===== config.mk =====
export PLATFORM = sky130hd
export DESIGN_NAME = ab_unit_flat
export DESIGN_NICKNAME = d
export VERILOG_FILES = /design/src/rtl/ab_unit_if.sv /design/src/rtl/ab_unit.sv /design/src/flat_wrapper.sv
export SDC_FILE = /design/constraint.sdc
export NUM_CORES = 1
export LEC_CHECK = 0
export CAP_MARGIN = 20
export CORE_ASPECT_RATIO = 0.75
export CORE_MARGIN = 1
export CORE_UTILIZATION = 54
export CTS_CLUSTER_SIZE = 10
export DETAILED_ROUTE_END_ITERATION = 10
export GPL_TIMING_DRIVEN = 0
export PLACE_DENSITY = 0.83
export SYNTH_ARGS = -nofsm -noshare
export SYNTH_HDL_FRONTEND = slang
export SYNTH_SLANG_ARGS = --single-unit

===== constraint.sdc =====
create_clock -name clk -period 7.5 [get_ports clk]
set_input_delay 1.5 -clock clk [delete_from_list [all_inputs] [get_ports clk]]
set_output_delay 1.5 -clock clk [all_outputs]
set_load 0.01 [all_outputs]

===== src/rtl/ab_unit_if.sv =====
`default_nettype none
// ============================================================================
// Interface : ab_unit_if
// Purpose   : Control/data bundle between the sequencer and ab_unit.
//             Build macro AB_PAGE_CROSS_EN adds the page_cross flag.
// Revision  : 1.0  initial release
// ============================================================================
interface ab_unit_if;
  logic        rdy;
  logic [12:0] ab_op;
  logic [7:0]  DB;
  logic [7:0]  X;
  logic [7:0]  Y;
  logic [7:0]  S;
  logic [15:0] AB;
  logic [15:0] PC;
`ifdef AB_PAGE_CROSS_EN
  logic        page_cross;

  modport master (
    output rdy, ab_op, DB, X, Y, S,
    input  AB, PC, page_cross
  );

  modport slave (
    input  rdy, ab_op, DB, X, Y, S,
    output AB, PC, page_cross
  );
`else
  modport master (
    output rdy, ab_op, DB, X, Y, S,
    input  AB, PC
  );

  modport slave (
    input  rdy, ab_op, DB, X, Y, S,
    output AB, PC
  );
`endif
endinterface
`default_nettype wire


===== src/rtl/ab_unit.sv =====
`default_nettype none
// ============================================================================
// Module    : ab_unit
// Purpose   : Address-bus and program-counter datapath of an 8-bit CPU core.
//             Build macro AB_PAGE_CROSS_EN adds the registered page_cross flag.
// Revision  : 1.0  initial release
// ============================================================================
module ab_unit (
  input  wire logic clk,
  input  wire logic reset,
  ab_unit_if.slave  bus
);

  localparam logic [1:0] C_SRC_ZERO = 2'b00;
  localparam logic [1:0] C_SRC_DB   = 2'b01;
  localparam logic [1:0] C_SRC_PC   = 2'b10;
  localparam logic [1:0] C_SRC_AB   = 2'b11;

  localparam logic [2:0] C_ADD_ZERO = 3'b000;
  localparam logic [2:0] C_ADD_X    = 3'b001;
  localparam logic [2:0] C_ADD_Y    = 3'b010;
  localparam logic [2:0] C_ADD_S    = 3'b011;
  localparam logic [2:0] C_ADD_FA   = 3'b100;
  localparam logic [2:0] C_ADD_FC   = 3'b101;
  localparam logic [2:0] C_ADD_FE   = 3'b110;
  localparam logic [2:0] C_ADD_DB   = 3'b111;

  localparam logic [3:0] C_ABH_00     = 4'b0000;
  localparam logic [3:0] C_ABH_01     = 4'b0110;
  localparam logic [3:0] C_ABH_FF     = 4'b1100;
  localparam logic [3:0] C_ABH_AB     = 4'b1000;
  localparam logic [3:0] C_ABH_AB_DEC = 4'b1001;
  localparam logic [3:0] C_ABH_PC     = 4'b1010;
  localparam logic [3:0] C_ABH_DB     = 4'b1011;

  localparam logic [15:0] C_AB_RESET = 16'hFFFC;
  localparam logic [15:0] C_PC_RESET = 16'h0000;

  // ab_op field split
  logic [2:0] pc_op;
  logic [3:0] abh_sel;
  logic [2:0] abl_sel;
  logic [1:0] abl_src;
  logic       ci;

  assign pc_op   = bus.ab_op[12:10];
  assign abh_sel = bus.ab_op[9:6];
  assign abl_sel = bus.ab_op[5:3];
  assign abl_src = bus.ab_op[2:1];
  assign ci      = bus.ab_op[0];

  logic [7:0]  abl_base;
  logic [7:0]  abl_addend;
  logic [8:0]  abl_sum;
  logic        c8;
  logic [7:0]  abh_next;
  logic [15:0] ab_next;

  logic [15:0] ab_q;
  logic [15:0] ab_d;
  logic [15:0] pc_q;
  logic [15:0] pc_d;

  always_comb begin
    abl_base = 8'h00;
    unique case (abl_src)
      C_SRC_AB:   abl_base = ab_q[7:0];
      C_SRC_PC:   abl_base = pc_q[7:0];
      C_SRC_DB:   abl_base = bus.DB;
      C_SRC_ZERO: abl_base = 8'h00;
      default:    abl_base = 8'h00;
    endcase
  end

  always_comb begin
    abl_addend = 8'h00;
    unique case (abl_sel)
      C_ADD_ZERO: abl_addend = 8'h00;
      C_ADD_X:    abl_addend = bus.X;
      C_ADD_Y:    abl_addend = bus.Y;
      C_ADD_S:    abl_addend = bus.S;
      C_ADD_FA:   abl_addend = 8'hFA;
      C_ADD_FC:   abl_addend = 8'hFC;
      C_ADD_FE:   abl_addend = 8'hFE;
      C_ADD_DB:   abl_addend = bus.DB;
      default:    abl_addend = 8'h00;
    endcase
  end

  assign abl_sum = {1'b0, abl_base} + {1'b0, abl_addend} + {8'h00, ci};
  assign c8      = abl_sum[8];

  // High byte; the decrement form adds FF so that a carry from the low
  // byte cancels it (backward branch that stays on the same page).
  always_comb begin
    abh_next = ab_q[15:8];
    case (abh_sel)
      C_ABH_00:     abh_next = 8'h00;
      C_ABH_01:     abh_next = 8'h01;
      C_ABH_FF:     abh_next = 8'hFF;
      C_ABH_AB:     abh_next = ab_q[15:8] + {7'b0, c8};
      C_ABH_AB_DEC: abh_next = ab_q[15:8] + 8'hFF + {7'b0, c8};
      C_ABH_PC:     abh_next = pc_q[15:8] + {7'b0, c8};
      C_ABH_DB:     abh_next = bus.DB + {7'b0, c8};
      default:      abh_next = ab_q[15:8];
    endcase
  end

  assign ab_next = {abh_next, abl_sum[7:0]};

  always_comb begin
    ab_d = ab_q;
    pc_d = pc_q;
    if (bus.rdy) begin
      ab_d = ab_next;
      if (pc_op[1]) begin
        pc_d = pc_op[2] ? (ab_q + {15'b0, pc_op[0]}) : ab_next;
      end
    end
  end

  always_ff @(posedge clk) begin
    if (reset) begin
      ab_q <= C_AB_RESET;
      pc_q <= C_PC_RESET;
    end else begin
      ab_q <= ab_d;
      pc_q <= pc_d;
    end
  end

  assign bus.AB = ab_q;
  assign bus.PC = pc_q;

`ifdef AB_PAGE_CROSS_EN
  logic page_cross_q;
  logic page_cross_d;

  always_comb begin
    page_cross_d = page_cross_q;
    if (bus.rdy) begin
      page_cross_d = c8;
    end
  end

  always_ff @(posedge clk) begin
    if (reset) begin
      page_cross_q <= 1'b0;
    end else begin
      page_cross_q <= page_cross_d;
    end
  end

  assign bus.page_cross = page_cross_q;
`endif

endmodule
`default_nettype wire


===== src/flat_wrapper.sv =====
// flat-port wrapper written by rule: the top's interface ports become plain ports
module ab_unit_flat 
  (clk, reset, bus_rdy, bus_ab_op, bus_DB, bus_X, bus_Y, bus_S, bus_AB, bus_PC);
  ab_unit_if bus_i ();
  input  wire logic clk;
  input  wire logic reset;
  input wire logic [$bits(bus_i.rdy)-1:0] bus_rdy;
  input wire logic [$bits(bus_i.ab_op)-1:0] bus_ab_op;
  input wire logic [$bits(bus_i.DB)-1:0] bus_DB;
  input wire logic [$bits(bus_i.X)-1:0] bus_X;
  input wire logic [$bits(bus_i.Y)-1:0] bus_Y;
  input wire logic [$bits(bus_i.S)-1:0] bus_S;
  output wire logic [$bits(bus_i.AB)-1:0] bus_AB;
  output wire logic [$bits(bus_i.PC)-1:0] bus_PC;
  assign bus_i.rdy = bus_rdy;
  assign bus_i.ab_op = bus_ab_op;
  assign bus_i.DB = bus_DB;
  assign bus_i.X = bus_X;
  assign bus_i.Y = bus_Y;
  assign bus_i.S = bus_S;
  assign bus_AB = bus_i.AB;
  assign bus_PC = bus_i.PC;
  ab_unit u_core (.clk(clk), .reset(reset), .bus(bus_i));
endmodule

==> impl_metrics.csv <==
group,metric,value,unit
run_status,outcome,"finished clean",
timing,setup_tns,0,ps
die,start_util,58.0,%
route,drtIter0Drc,376,
logic_synthesis,ys_seq_elements,32,
logic_synthesis,yosys.area.top_type,"dfxtp_1",
setup_path,path_cells,"clkdlybuf4s50_1 > clkbuf_1 > mux2i_1 > o22ai_1 > fa_1 > fa_1 > a21o_1 > a21oi_1 > o21bai_1 > a21oi_1 > o21a_1 > inv_1 > ha_1 > ha_1 > and3_1 > and4_1 > o211ai_1 > o21ai_0 > o41ai_1 > nor3_1",
logic_synthesis,synth_area_leaders,"dfxtp_1, nand2_1, mux2_2",
setup_path,cp_data_arrival_time,6580,ps
timing,clock.fmax,156,MHz
pwr,p_per_area,167,nW/um^2
route,avgViaCountPerCell,6.48,
grt,antenna_found_initial,0,
placement,dp_hpwl,8620,microns
logic_synthesis,netlist.area_leader.share,20.0,%
logic_synthesis,synthDistinctLibCells,63,
grt,grt_pass1_vias,3167,
timing,rsz0062_at_grt,"no",
run,max_cap_viol_count,0,
timing,final-setup-viol-count,0,
route,wl_met2,4700,microns
die,pin_count,80,
timing,finalCriticalPeriod,6420,ps
route,route.final.wire_length,11400,microns
pwr,power,0.689,mW
clock_tree,htreeDepth,2,
hold_path,hold_path_class,"flip-flop to flip-flop",
clock_tree,cts_hold_buf,0,
logic_synthesis,synth_common_cells,"nand2_1, nor2_1, dfxtp_1",
logic_synthesis,yosysWarnings,0,
setup_path,cpMaxStageDelayCell,"clkdlybuf4s50_1",
route,highest_layer,"met4",
setup_path,worst_path_largest_cell_delay,580,ps
setup_path,worstPathRequired,7660,ps
logic_synthesis,yosysMostFrequentCell,"nand2_1",
grt,track_usage,35.4,%
layout,antenna_cells,0,
layout,fillers,449,
layout,drive_gt1_share,7.74,%
setup_path,crit_path_start_kind,"primary input",
layout,nets,566,
route,firstDrtPassIters,5,
logic_synthesis,syn_nets,487,
die,rows,23,
timing,slew_viol_final,0,
timing,max_slew.worst_pin.slew,769,ps
grt,grt_start_max_net_pins,11,
grt,overflow,0,
logic_synthesis,synth_edf_count,0,
timing,hold_viol_final,0,
setup_path,crit_cells,20,
clock_tree,clockBufferDepth,2,
hold_path,whs_path_depth,2,
logic_synthesis,async_reset_ff_share,0,%
route,postRouteAntennaNets,0,
clock_tree,cts.sinks,32,
clock_tree,cts.clk_slew.worst_paths,80,ps
timing,fin_crit_sh,85.6,%
placement,place_area,4020,sq um
logic_synthesis,netlist_area,3210,sq um
route,wl_met3,1420,microns
logic_synthesis,ys_seq_area_share,20.0,%
clock_tree,postCtsResizedCells,0,
clock_tree,cts_tree,"built",
setup_path,reg2regPathDepth,18,
route,wl_met1,5140,microns
clock_tree,cts_setup_buffers,0,
timing,slew_headroom,48.8,%
die,die_w,91.0,microns
clock_tree,numCtsBuffers,5,
logic_synthesis,synth_flop_cell,"dfxtp_1",
route,vias,3750,
logic_synthesis,netlist_instances,424,
grt,grt_pass1_wl,16800,microns
logic_synthesis,postSynthAreaPerCell,7.56,sq um
die,die_area,6250,sq um
clock_tree,worst_skew_pair.late_latency,300,ps
layout,area_growth,28.8,%
placement,io_buffers,72,
die,core_area,5530,sq um
setup_path,critPathCaptureType,"flip-flop",
setup_path,r2r_slack,2830,ps
placement,gp_congestion,1.03,
route,drc,0,
setup_path,crit_path_max_fanout,10,
timing,skew,12.3,ps
layout,postLayoutCellArea,4130,sq um
setup_path,crit_family,"compound AO/OA/AOI/OAI gates",
pwr,leakage,1.64,nW
setup_path,cp_num_buf_inv,3,
clock_tree,cts.root.buffer_cell,"clkbuf_8",
route,routedWlPerCell,19.7,microns
die,die_h,68.7,microns
pwr,vdd_ir_drop_max,0.137,mV
setup_path,worst-setup-path-type,"primary input to flip-flop",
==> layout by cell type, fill, tap and decap left out, drive strengths merged, types with 8 or more instances in the layout <==
| cell | instances |
|---|---|
| nand2b | 9 |
| o21ai | 20 |
| nor2 | 37 |
| buf | 11 |
| a21oi | 29 |
| inv | 12 |
| dfxtp | 32 |
| mux2i | 16 |
| clkbuf | 28 |
| nand2 | 47 |
| xnor2 | 14 |
| ha | 13 |
| xor2 | 12 |
| a22o | 10 |
| nand4 | 8 |
| nand3 | 13 |
| clkdlybuf4s50 | 72 |
| o22ai | 8 |
| mux2 | 15 |
==> worst reg2reg max path, cell delays in order, from the launching register on <==
cell and delay, ps:
dfxtp_1 340, mux2_2 270, a22o_1 190, fa_1 410, fa_1 430, a21o_1 170
a21oi_1 280, o21bai_1 140, a21oi_1 160, o21a_1 180, inv_1 60, ha_1 270
ha_1 290, and3_1 250, and4_1 210, o211ai_1 170, o21ai_0 240, o41ai_1 440
nor3_1 80
==> logic make-up (layout without fill, tap and decap cells) <==
logic type / after synthesis / after routing / share of synthesized area [%]
AO/OA/AOI/OAI: 123 / 123 / 26.3
XOR/XNOR: 26 / 26 / 7.10
adder cells (fa/ha/maj): 15 / 15 / 6.32
buffers and inverters: 45 / 125 / 6.32
flip-flops: 32 / 32 / 20.0
multiplexers: 31 / 31 / 10.3
AND/OR/NAND/NOR: 152 / 152 / 23.7
==> final timing paths <==
| kind | from | to |
|---|---|---|
| hold reg to reg | u_core.bus.PC[2] | u_core.bus.PC[2] |
| hold / removal | u_core.bus.PC[2] | u_core.bus.PC[2] |
| setup / recovery | bus_ab_op[5] | u_core.bus.PC[14] |
| setup reg to reg | u_core.bus.AB[0] | u_core.bus.PC[14] |
==> registers in the layout, indices dropped and copies added, names as in the netlist <==
signal / cells
u_core.bus.AB: 16
u_core.bus.PC: 16
==> layer usage <==
metal,vias to the layer above,GRT usage (%)
li1,1720,-
met3,21,8.55
met1,1768,51.1
met4,0,8.93
met5,-,0
met2,241,52.6
==> per-stage QoR <==
stage                     setup WS, ps  cells  hold WS, ps  util (%)
after floorplan                   1960    424          486         -
after global placement             984    571          458      72.8
after detailed placement           935    571          466      72.8
after CTS                         1220    579          476      74.7
after global routing               903    579          497      74.7
final                             1080    579          473      74.7
==> layout make-up <==
cell class	count	area [sq um]	share of cell area [%]
Clock inverter	2	35.0	0.848
Clock buffer	6	72.6	1.76
Multi-Input combinational cell	347	2360	57.2
Sequential cell	32	641	15.5
Buffer	33	158	3.82
Inverter	12	45.0	1.09
Tap cell	75	93.8	2.27
Timing Repair Buffer	72	721	17.5
==> where the power goes <==
part | total [mW] | switching [mW] | internal, mW
Clock | 0.175 | 0.0762 | 0.0988
Combinational | 0.305 | 0.165 | 0.140
Sequential | 0.209 | 0.0219 | 0.187
No activity file was read; power rests on OpenSTA's default activity.
